File: src/rtl/booth_mult_seq.sv
// booth_mult_seq: iterative radix-4 Booth multiplier with a valid/ack handshake.
// Retires one partial product per clock through a single shared Booth encoder.
// The result holds until the consumer acknowledges it.
// Optional build macro: BOOTH_UNSIGNED_MODE_EN adds a per-operation mult_signed
// input. When mult_signed is 0, both operands are treated as unsigned.
module booth_mult_seq #(
    parameter int WIDTH = 12,
    localparam int RES_W = 2 * WIDTH
) (
    input  logic             clk,
    input  logic             rst_n,
    input  logic             en,
    output logic             in_ready,
    input  logic [WIDTH-1:0] mult_1,
    input  logic [WIDTH-1:0] mult_2,
`ifdef BOOTH_UNSIGNED_MODE_EN
    input  logic             mult_signed,
`endif
    output logic [RES_W-1:0] result,
    output logic             result_rdy,
    input  logic             result_ack
);

    // Two guard bits keep the +-2M partial products from overflowing.
    localparam int ACC_W = RES_W + 2;
    // Extended multiplier: two extension bits, the operand, and the appended Booth zero.
    localparam int MW    = WIDTH + 3;
    localparam int CNT_W = $clog2(WIDTH / 2 + 1);
    localparam logic [CNT_W-1:0] LAST_S = CNT_W'(WIDTH / 2 - 1);

    typedef enum logic [1:0] {IDLE, CALC, DONE} state_t;

    state_t             state_q, state_d;
    logic [MW-1:0]      m_q, m_d;
    logic [ACC_W-1:0]   mc_q, mc_d;
    logic [ACC_W-1:0]   acc_q, acc_d;
    logic [CNT_W-1:0]   cnt_q, cnt_d;
    logic [RES_W-1:0]   res_q, res_d;
    logic               rdy_q, rdy_d;
    logic [CNT_W-1:0]   last;
    logic               sx1, sx2;

`ifdef BOOTH_UNSIGNED_MODE_EN
    // An unsigned operation needs one extra digit to absorb the zero-extended top bit.
    localparam logic [CNT_W-1:0] LAST_U = CNT_W'(WIDTH / 2);
    logic [CNT_W-1:0] last_q, last_d;
    assign last = last_q;
    assign sx1  = mult_signed & mult_1[WIDTH-1];
    assign sx2  = mult_signed & mult_2[WIDTH-1];
`else
    assign last = LAST_S;
    assign sx1  = mult_1[WIDTH-1];
    assign sx2  = mult_2[WIDTH-1];
`endif

    logic [2:0]       grp;
    logic [ACC_W-1:0] pp;
    logic [ACC_W-1:0] acc_next;

    // Booth digit select and shifted accumulate for the current digit.
    always_comb begin
        grp = m_q[{cnt_q, 1'b0} +: 3];
        pp  = '0;
        case (grp)
            3'b001, 3'b010: pp = mc_q;
            3'b011:         pp = mc_q << 1;
            3'b100:         pp = ~(mc_q << 1) + ACC_W'(1);
            3'b101, 3'b110: pp = ~mc_q + ACC_W'(1);
            default:        pp = '0;
        endcase
        acc_next = acc_q + (pp << {cnt_q, 1'b0});
    end

    // Next-state logic: accept in IDLE, one digit per CALC edge, hold in DONE until ack.
    always_comb begin
        state_d = state_q;
        m_d     = m_q;
        mc_d    = mc_q;
        acc_d   = acc_q;
        cnt_d   = cnt_q;
        res_d   = res_q;
        rdy_d   = rdy_q;
`ifdef BOOTH_UNSIGNED_MODE_EN
        last_d  = last_q;
`endif
        case (state_q)
            IDLE: begin
                if (en) begin
                    state_d = CALC;
                    m_d     = {{2{sx1}}, mult_1, 1'b0};
                    mc_d    = {{(ACC_W - WIDTH){sx2}}, mult_2};
                    acc_d   = '0;
                    cnt_d   = '0;
`ifdef BOOTH_UNSIGNED_MODE_EN
                    last_d  = mult_signed ? LAST_S : LAST_U;
`endif
                end
            end
            CALC: begin
                acc_d = acc_next;
                if (cnt_q == last) begin
                    state_d = DONE;
                    res_d   = acc_next[RES_W-1:0];
                    rdy_d   = 1'b1;
                end else begin
                    cnt_d = cnt_q + CNT_W'(1);
                end
            end
            DONE: begin
                if (result_ack) begin
                    state_d = IDLE;
                    rdy_d   = 1'b0;
                end
            end
            default: state_d = IDLE;
        endcase
    end

    // State and datapath registers.
    always_ff @(posedge clk or negedge rst_n) begin
        if (!rst_n) begin
            state_q <= IDLE;
            m_q     <= '0;
            mc_q    <= '0;
            acc_q   <= '0;
            cnt_q   <= '0;
            res_q   <= '0;
            rdy_q   <= 1'b0;
`ifdef BOOTH_UNSIGNED_MODE_EN
            last_q  <= LAST_S;
`endif
        end else begin
            state_q <= state_d;
            m_q     <= m_d;
            mc_q    <= mc_d;
            acc_q   <= acc_d;
            cnt_q   <= cnt_d;
            res_q   <= res_d;
            rdy_q   <= rdy_d;
`ifdef BOOTH_UNSIGNED_MODE_EN
            last_q  <= last_d;
`endif
        end
    end

    assign in_ready   = (state_q == IDLE);
    assign result     = res_q;
    assign result_rdy = rdy_q;

endmodule

File: config.mk
export PLATFORM = sky130hd
export DESIGN_NAME = booth_mult_seq
export DESIGN_NICKNAME = d
export VERILOG_FILES = /design/src/rtl/booth_mult_seq.sv
export SDC_FILE = /design/constraint.sdc
export NUM_CORES = 1
export LEC_CHECK = 0
export BUFFER_PORTS_ARGS = -buffer_cell sky130_fd_sc_hd__buf_2
export CAP_MARGIN = 30
export CORE_UTILIZATION = 39
export DETAILED_ROUTE_END_ITERATION = 8
export MAX_ROUTING_LAYER = met4
export PLACE_DENSITY = 0.62
export RECOVER_POWER = 50
export SETUP_SLACK_MARGIN = 0.15
export SLEW_MARGIN = 0
export SYNTH_ARGS = -nofsm -noshare
export SYNTH_HDL_FRONTEND = slang
export SYNTH_SLANG_ARGS = --single-unit
File: constraint.sdc
create_clock -name clk -period 6.64 [get_ports clk]
set_input_delay 1.328 -clock clk [delete_from_list [all_inputs] [get_ports clk]]
set_output_delay 1.328 -clock clk [all_outputs]
set_load 0.05 [all_outputs]
After elaboration in Yosys (flattened, before gate mapping) --
Cells that the tools add are included.
Word-level totals: flip-flop bits (word level) 80, input bits 28, output and inout bits 26, word-level logic and storage cells 52
Operators by class: add/sub/neg operators 4, equality and inequality tests 13, shifts and indexed selects 2, multiplexer cells 13, bitwise logic cells 2, reductions and logical operators 11
Operator list (count):
- $pmux W26 S4 | 1
- $add A26 B1 Y26 const B | 2
- $not A26 Y26 | 2
- $pmux W26 S2 | 1
- $add A26 B26 Y26 | 1
- $mux W26 | 1
- $shl A26 B4 Y26 | 1
- $shiftx A15 B5 Y3 | 1
- $eq A3 B3 Y1 const B | 4
- $reduce_and A3 Y1 | 3
- $ne A2 B2 Y1 const B | 4
- $eq A3 B2 Y1 const B | 2
- $mux W2 | 3
- $mux W3 | 2
- $pmux W2 S3 | 1
- $pmux W3 S2 | 1
- $reduce_and A2 Y1 | 3
- $reduce_bool A2 Y1 | 2
- $reduce_or A2 Y1 | 2
- $add A3 B1 Y3 const B | 1
- $eq A3 B1 Y1 const B | 1
- $eq A2 B1 Y1 const B | 1
- $eq A2 B2 Y1 const B | 1
- $logic_not A2 Y1 | 1
- 2 further kinds | 3

Logic depth before layout (Yosys ltp) --
Gate-level depths: netlist of the first run.
depth in word-level cells 7, mapped depth 22, depth with buffers taken out 21

Worst setup path before layout of the first run --
No wires, ideal clock.
path type register to register, start point reg cnt_q[0], end point reg res_q[23], in the netlist result[23], setup time 125 ps, data arrival time 4912 ps, path slack 1604 ps, stages on the path, launching flop included 20, path buffers 2, clock period less this slack 5036 ps, path through dfrtp_1 buf_6 buf_8 nand2b_1 mux4_2 nor3_4 nor2_4 a221o_1 o21a_1 mux2_2 o21ai_0 nor2_1 ha_1 and3_1 a221oi_1 o2111ai_1 a41oi_1 o21ai_0 xnor3_1 mux2_2
Between the ends: cells in the longest elaborated chain, start to end 6, elaborated cells on any way between the ends 14, classes of those cells add/sub: 1; eq/ne: 7; shift: 2; mux: 1; reduce/logical: 3
RTL lines:
- start: declaration | RTL line 37 | logic [CNT_W-1:0] cnt_q, cnt_d;
- start signal: assignment | RTL line 137 | cnt_q <= cnt_d;
- $shiftx A15 B5 Y3 | RTL line 62 | grp = m_q[{cnt_q, 1'b0} +: 3];
- $eq A3 B3 Y1 (tied with other cells) | RTL line 64 | case (grp)
- $reduce_or A2 Y1 | RTL line 64
- $pmux W26 S4 | RTL line 64
- $shl A26 B4 Y26 | RTL line 71 | acc_next = acc_q + (pp << {cnt_q, 1'b0});
- $add A26 B26 Y26 | RTL line 71
- end signal: assignment | RTL line 138 | res_q <= res_d;
- end: declaration | RTL line 38 | logic [RES_W-1:0] res_q, res_d;
Parallel ways exist; a longest one is shown, timed or not. A chain may end at the register's enable or synchronous reset.

Final worst setup path of the first run --
Ends and elaborated chain as after synthesis.

==> qor.yml, run 1 <==
design_area_um2: 6558
start_util_pct: 40.09
cp_max_fo: 17
dieArea_um2: 15430
ant_nets: 0
mostFrequentLayoutCells: "132 x nand2_1, 77 x dfrtp_1, 61 x o21ai_0"
yosysSeqAreaShare_pct: 33.50
synth_edf_count: 0
drtPass1Iterations: 5
setup_violations: 0
grt_max_degree: 47
required_ps: 6880
max_freq_mhz: 168.4
groute.usage.overall_pct: 22.88
drcViolationCount: 0
crit_type: "flip-flop to flip-flop"
drtIter0Drc: 389
route.vias.total: 5260
rows: 44
grt_use_met2_pct: 38.67
first_global_vias: 5233
cts_tree: "done"
async_reset_ff_share_pct: 100.0
areaGrowthSynthToFinish_pct: 12.54
fin_tns_setup_ps: 0
fillers: 1475
post-route-period-util_pct: 89.41
cts_max_level: 3
avgRoutedWirePerCell_um: 17.77
synth_cell_types: 71
syn_area_per_cell_um2: 8.457
antenna_cells: 0
port_buffers: 53
hp-class: "flip-flop to flip-flop"
final_common_cell: "nand2_1"
end_kind: "flip-flop"
clock_sink_count: 78
status: "finished with violations"
cp_slowest_stage_delay_ps: 610
critPathArrivalTime_ps: 6180
drive_gt1_share_pct: 15.85
wirelength_um: 16280
dp.final_hpwl_um: 12100
root_buffer: "clkbuf_16"
io-pin-count: 54
grt.met1_usage_pct: 27.29
violations: "capacitance limit, slew limit"
fin_crit_ps: 5937
cap_violations: 2
pre_cts_slack_ps: 548.1
use_met3_pct: 4.914
die_w_um: 124.2
grt_busiest_layer: "met2"
path_buf_inv: 0
clk_pin_slew_ps: 70
yosysWarnings: 0
crit_family: "compound AO/OA/AOI/OAI gates"
cts_setup_buffers: 0
fin_skew_ps: 9.199
die_h_um: 124.2
startpoint_type: "flip-flop"
place_congestion: 0.9578
worst_slew_pin_slew_ps: 2456
placed_cell_area_um2: 6257
cts_buffers: 9
crit_chain: "mux2_1 > mux4_2 > a21oi_4 > nor2_4 > a221oi_1 > o21ai_1 > o21a_1 > a21oi_1 > mux2i_1 > ha_1 > and3_1 > and3_1 > nand4_1 > o2111ai_1 > a41oi_1 > o21ai_0 > xnor3_1 > mux2_2"
fin_ws_ps: 703.4
finalNetCount: 783
core_area_um2: 14530
antenna_found_initial: 0
syn_area_um2: 5827
finalHoldViolCount: 0
dpl.cell_count: 900
drv_slew: 81
clock_latency_ps: 360
crit_slowest_cell: "dfrtp_2"
rsz0062_at_grt: "false"
synthesis.nets: 745
grt_pass1_wl_um: 27310
clockBufferDepth: 2
yosys_most_used_dff: "dfrtp_1"
overflow: 0
cpMostUsedCell: "and3_1"
relSlewSlack_pct: -63.73
final_cell_count_no_fill: 916
ys_seq_elements: 78
syn-instance-count: 689
viasPerCell: 5.742
final timing paths:
kind	slack, ps	from	cells past startpoint	to
max reg2reg	700	cnt_q[0]	18	result[23]
max	700	cnt_q[0]	18	result[23]
min reg2reg	480	result[15]	2	result[15]
max in group asynchronous	1970	rst_n	2	cnt_q[0]
min	480	result[15]	2	result[15]
min in group asynchronous	1450	rst_n	1	m_q[3]
worst reg2reg max path: stages (launching register included):
cell and delay, ps:
dfrtp_2 610, mux2_1 360, mux4_2 610, a21oi_4 290, nor2_4 130, a221oi_1 340
o21ai_1 220, o21a_1 230, a21oi_1 200, mux2i_1 120, ha_1 430, and3_1 230
and3_1 200, nand4_1 150, o2111ai_1 300, a41oi_1 210, o21ai_0 510, xnor3_1 420
mux2_2 260
metrics by stage:
stage               utilization (%)  hold slack [ps]
finish                        45.12            478.2
detailed placement            43.05            471.4
CTS                           45.33            487.9
global route                  45.12            520.6
global placement              42.86            462.0
floorplan                         -            459.8
synthesized netlist by cell type (9+ instances only):
cell type / count / area [µm²]
mux2i_1: 19 / 190.2
o21ai_1: 10 / 50.05
inv_1: 10 / 37.54
o21ai_0: 61 / 305.3
nand2_1: 132 / 495.5
xor2_1: 12 / 105.1
dfrtp_1: 78 / 1952
o22ai_1: 9 / 56.30
clkbuf_1: 26 / 97.59
a21oi_1: 41 / 205.2
ha_1: 27 / 337.8
nand3_1: 37 / 185.2
nor2b_1: 10 / 62.56
xnor2_1: 13 / 113.9
nor3_1: 9 / 45.04
a21o_1: 11 / 82.58
nor2_1: 32 / 120.1
per-layer routing:
layer | routed length [µm] | share of wire [%]
met5 | 0 | 0
met4 | 382 | 2.3
met3 | 584 | 3.6
met2 | 8173 | 50
met1 | 7135 | 44
cells by family after synthesis:
| kind of cell | Yosys count | synth area share [%] |
|---|---|---|
| simple gates | 263 | 20.94 |
| compound gates | 201 | 22.20 |
| flops | 78 | 33.50 |
| buf+inv | 52 | 4.080 |
| mux | 41 | 8.997 |
| fa+ha+maj | 28 | 6.141 |
| xor+xnor | 26 | 4.144 |
state kept, by name, summed over array words and instances (netlist names):
register    count
cnt_q           3
mc_q           12
result         24
state_q         2
result_rdy      1
m_q            12
acc_q          24
timing repair:
item,in CTS,in global routing
resized for setup,0,1
hold buffers,0,0
setup endpoints to repair,0,2
final cells by class:
type	count	area [µm²]	share of cell area, %
inverters	12	45.04	0.6869
clock inverters	6	91.34	1.393
multi-input cells	559	3637	55.47
repair buffers	67	361.6	5.514
clock buffers	10	239.0	3.644
flip-flops and latches	78	1953	29.78
well taps	184	230.2	3.511
Power of run 1 is left out: the tool's default activity adds up to more than one toggle a clock period on the data nets, which glitch-free logic cannot reach.
==> run 2, diff against run 1 <==
- CORE_UTILIZATION: 39 -> 34
- HOLD_SLACK_MARGIN: not set -> 0.06
- PLACE_DENSITY: 0.62 -> 0.57
==> qor.yml, run 2 (same netlist as run 1, synthesis figures left out) <==
port_buffers: 53  # unchanged
drcViolationCount: 0  # unchanged
r2r-start: "cnt_q[0]"
die_h_um: 132.9  # +7.0%
crit_type: "flip-flop to flip-flop"
dp.final_hpwl_um: 12240  # +1.2%
root_buffer: "clkbuf_16"
end_kind: "flip-flop"
max_freq_mhz: 169.3  # +0.51%
groute.usage.overall_pct: 19.93  # -3.0 points
grt_max_degree: 50  # +6.4%
required_ps: 6870  # about the same
status: "finished with violations"
clockBufferDepth: 2  # unchanged
overflow: 0  # unchanged
ant_nets: 0  # unchanged
io-pin-count: 54  # unchanged
endpoint: "result[23]"
die_w_um: 132.9  # +7.0%
antenna_found_initial: 0  # unchanged
r2r_setup_slack_ps: 730  # +30 ps
rows: 47  # +6.8%
start_util_pct: 35.01  # -5.1 points
finalNetCount: 782  # -0.13%
design_area_um2: 6533  # -0.38%
drv_slew: 81  # unchanged
cts_tree: "done"
rsz0062_at_grt: "false"
critPathArrivalTime_ps: 6140  # -40 ps
wirelength_um: 16440  # +1.0%
fin_tns_setup_ps: 0  # unchanged
cts_buffers: 9  # unchanged
violations: "capacitance limit, slew limit"
drtIter0Drc: 379  # -2.6%
fillers: 1695  # +15%
worst_slew_pin_slew_ps: 2629  # +172.6 ps
cts_max_level: 3  # unchanged
drive_gt1_share_pct: 15.34  # -0.50 points
drtPass1Iterations: 5  # unchanged
placed_cell_area_um2: 6287  # +0.48%
finalHoldViolCount: 0  # unchanged
areaGrowthSynthToFinish_pct: 12.11
worst-r2r-cell-count: 18  # unchanged
startpoint_type: "flip-flop"
clock_sink_count: 78  # unchanged
dieArea_um2: 17670  # +14%
fin_crit_ps: 5907  # -29.89 ps
setup_violations: 0  # unchanged
final_common_cell: "nand2_1"
antenna_cells: 0  # unchanged
fin_ws_ps: 733.3  # +29.89 ps
core_area_um2: 16640  # +15%
clk_pin_slew_ps: 60  # about the same
post-route-period-util_pct: 88.96  # -0.45 points
viasPerCell: 5.608  # -2.3%
grt_pass1_wl_um: 27010  # -1.1%
cts_setup_buffers: 0  # unchanged
clock_latency_ps: 350  # about the same
relSlewSlack_pct: -75.24  # -12 points
route.vias.total: 5328  # +1.3%
mostFrequentLayoutCells: "132 x nand2_1, 77 x dfrtp_1, 61 x o21ai_0"
place_congestion: 0.9359  # -2.3%
pre_cts_slack_ps: 521.5  # -26.57 ps
cp-startpoint: "cnt_q[0]"
avgRoutedWirePerCell_um: 17.31  # -2.6%
cp_max_fo: 23  # +6
fin_skew_ps: 8.777  # -0.4216 ps
first_global_vias: 5118  # -2.2%
cap_violations: 2  # unchanged
r2r_end: "result[23]"
hp-class: "flip-flop to flip-flop"
-- run 2: area by class of cell --
cell class	count	area, µm²	area share (%)
clock inverter	3	21.27	0.3256
sequential	78	1953	29.90
clock buffer	12	246.5	3.773
tap	220	275.3	4.214
timing repair buffer	66	354.1	5.420
multi-input combinational	559	3637	55.68
inverter	12	45.04	0.6895
-- run 2: metal layers --
layer | share of wire [%] | vias to the layer above | global-route usage [%]
li1 | - | 2586 | -
met1 | 45 | 2588 | 24.34
met2 | 49 | 127 | 33.07
met3 | 3.6 | 27 | 3.295
met4 | 2.4 | 0 | 7.088
met5 | 0 | - | -
-- run 2: how the worst min path moves through the flow --
stage | startpoint | end | slack (ps) | depth (start not counted)
final | result[15] | result[15] | 470 | 2
after global routing | result[15] | result[15] | 490 | 2
after CTS | result[15] | result[15] | 480 | 2
after detailed placement | result[15] | result[15] | 460 | 2
after global placement | result[7] | result[7] | 460 | 2
after floorplan | m_q[1] | m_q[1] | 460 | 2
-- run 2: worst max-delay path, stage by stage, from the launching register on --
cell and delay, ps:
dfrtp_2 690, mux2_2 390, mux4_2 670, o21ai_0 200
o21ai_0 160, a221oi_2 250, a21oi_1 110, mux2_2 290
o21ai_0 270, mux2i_1 140, ha_1 400, and3_1 220
and3_1 190, nand4_1 120, o2111ai_1 290, a41oi_1 210
o21ai_0 500, xnor3_1 400, mux2_2 260
-- run 2: repair_timing --
action / CTS / global route
hold endpoints to repair: 0 / 0
hold buffers: 0 / 0
endpoints found under the setup margin: 0 / 1
resized for setup: 0 / 1
-- run 2: metrics by stage --
step	utilization (%)	instances	hold slack [ps]
final	39.25	950	473.2
after global routing	39.25	950	490.7
after CTS	39.39	949	477.7
after detailed placement	37.78	934	464.2
after global placement	37.61	933	462.2
after floorplan	-	689	459.8
Power of run 2 is left out for the same reason.
==> run 3, diff against run 2 <==
- CTS_BUF_LIST: not set -> sky130_fd_sc_hd__clkbuf_8
==> qor.yml, run 3 (same netlist as run 1, synthesis figures left out) <==
cts_tree: "done"
io-pin-count: 54  # unchanged
clockBufferDepth: 2  # unchanged
grt_pass1_wl_um: 27010  # about the same
cp-startpoint: "cnt_q[0]"
cap_violations: 2  # unchanged
crit_type: "flip-flop to flip-flop"
r2r_end: "result[23]"
final_common_cell: "nand2_1"
post-route-period-util_pct: 89.12  # +0.16 points
finalNetCount: 782  # unchanged
violations: "capacitance limit, slew limit"
drcViolationCount: 0  # unchanged
final_core_util_pct: 38.64  # -0.61 points
cp_max_fo: 23  # unchanged
cts_max_level: 3  # unchanged
clock_latency_ps: 380  # +30 ps
mostFrequentLayoutCells: "132 x nand2_1, 77 x dfrtp_1, 61 x o21ai_0"
r2r-start: "cnt_q[0]"
route.vias.total: 5296  # -0.60%
max_freq_mhz: 169.0  # -0.18%
finalHoldViolCount: 0  # unchanged
status: "finished with violations"
fin_ws_ps: 722.7  # -10.64 ps
pre_cts_slack_ps: 521.5  # unchanged
cts_hold_buf: 0  # unchanged
wirelength_um: 16430  # about the same
root_buffer: "clkbuf_8"
placed_cell_area_um2: 6287  # unchanged
cts_buffers: 9  # unchanged
groute.usage.overall_pct: 19.95  # +0.027 points
first_global_vias: 5146  # +0.55%
cts_setup_buffers: 0  # unchanged
setup_violations: 0  # unchanged
end_kind: "flip-flop"
clk_pin_slew_ps: 80  # +20 ps
core_area_um2: 16640  # unchanged
start_util_pct: 35.01  # unchanged
die_w_um: 132.9  # unchanged
r2r_setup_slack_ps: 720  # about the same
whs_path_depth: 2  # unchanged
rows: 47  # unchanged
drtPass1Iterations: 5  # unchanged
viasPerCell: 5.575  # -0.60%
fin_crit_ps: 5917  # +10.64 ps
grt_max_degree: 50  # unchanged
hp-class: "flip-flop to flip-flop"
design_area_um2: 6431  # -1.6%
overflow: 0  # unchanged
rsz0062_at_grt: "false"
worst-r2r-cell-count: 18  # unchanged
antenna_found_initial: 0  # unchanged
drv_slew: 81  # unchanged
fin_tns_setup_ps: 0  # unchanged
dieArea_um2: 17670  # unchanged
areaGrowthSynthToFinish_pct: 10.37
relSlewSlack_pct: -73.31  # +1.9 points
worst_slew_pin_slew_ps: 2600  # -28.86 ps
hp-start: "result[15]"
endpoint: "result[23]"
startpoint_type: "flip-flop"
ant_nets: 0  # unchanged
critPathArrivalTime_ps: 6180  # +40 ps
port_buffers: 53  # unchanged
drive_gt1_share_pct: 15.34  # unchanged
avgRoutedWirePerCell_um: 17.30  # about the same
antenna_cells: 0  # unchanged
place_congestion: 0.9359  # unchanged
die_h_um: 132.9  # unchanged
drtIter0Drc: 429  # +13%
dp.final_hpwl_um: 12240  # unchanged
clock_sink_count: 78  # unchanged
required_ps: 6910  # +40 ps
fin_skew_ps: 12.30  # +3.525 ps
-- run 3: cell count changes in the layout (fill, tap and decap cells not counted) --
cell,previous run,this run
clkbuf_8,1,10
clkbuf_16,9,0
inv_1,10,12
clkbuf_1,5,3
-- run 3: layout make-up --
| class | instances | area [µm²] |
|---|---|---|
| clock inverters | 5 | 28.78 |
| clock buffers | 10 | 137.6 |
| inverters | 12 | 45.04 |
| flip-flops and latches | 78 | 1953 |
| well taps | 220 | 275.3 |
| repair buffers | 66 | 354.1 |
| multi-input cells | 559 | 3637 |
| fillers | 1708 | 10210 |
-- run 3: worst min path at each step --
stage	slack [ps]	end
global route	500	result[15]
global placement	460	result[7]
detailed placement	460	result[15]
floorplan	460	m_q[1]
CTS	480	result[15]
finish	480	result[15]
-- run 3: per-stage QoR --
step	hold WS, ps	std cells
after global placement	462.2	933
after global routing	497.4	950
after floorplan	459.8	689
after CTS	483.0	949
after detailed placement	464.2	934
final	478.5	950
-- run 3: routing by layer --
metal  global-route usage, %  vias up  share of wire (%)
met5                       -        -                  0
met4                   7.024        0                2.3
met3                   3.410       26                3.6
met2                   33.28      135                 50
met1                   24.20     2551                 44
li1                        -     2584                  -
-- run 3: critical path, stage by stage, from the launching register on --
cell and delay (ps):
dfrtp_2 700, mux2_2 390, mux4_2 670, o21ai_0 200
o21ai_0 160, a221oi_2 250, a21oi_1 120, mux2_2 290
o21ai_0 270, mux2i_1 140, ha_1 410, and3_1 220
and3_1 190, nand4_1 130, o2111ai_1 280, a41oi_1 210
o21ai_0 510, xnor3_1 400, mux2_2 260
-- run 3: what timing repair did --
item                                    CTS  global route
endpoints found under the setup margin    0             1
gates resized for setup                   0             1
endpoints found under the hold margin     0             0
Power of run 3 is left out for the same reason.
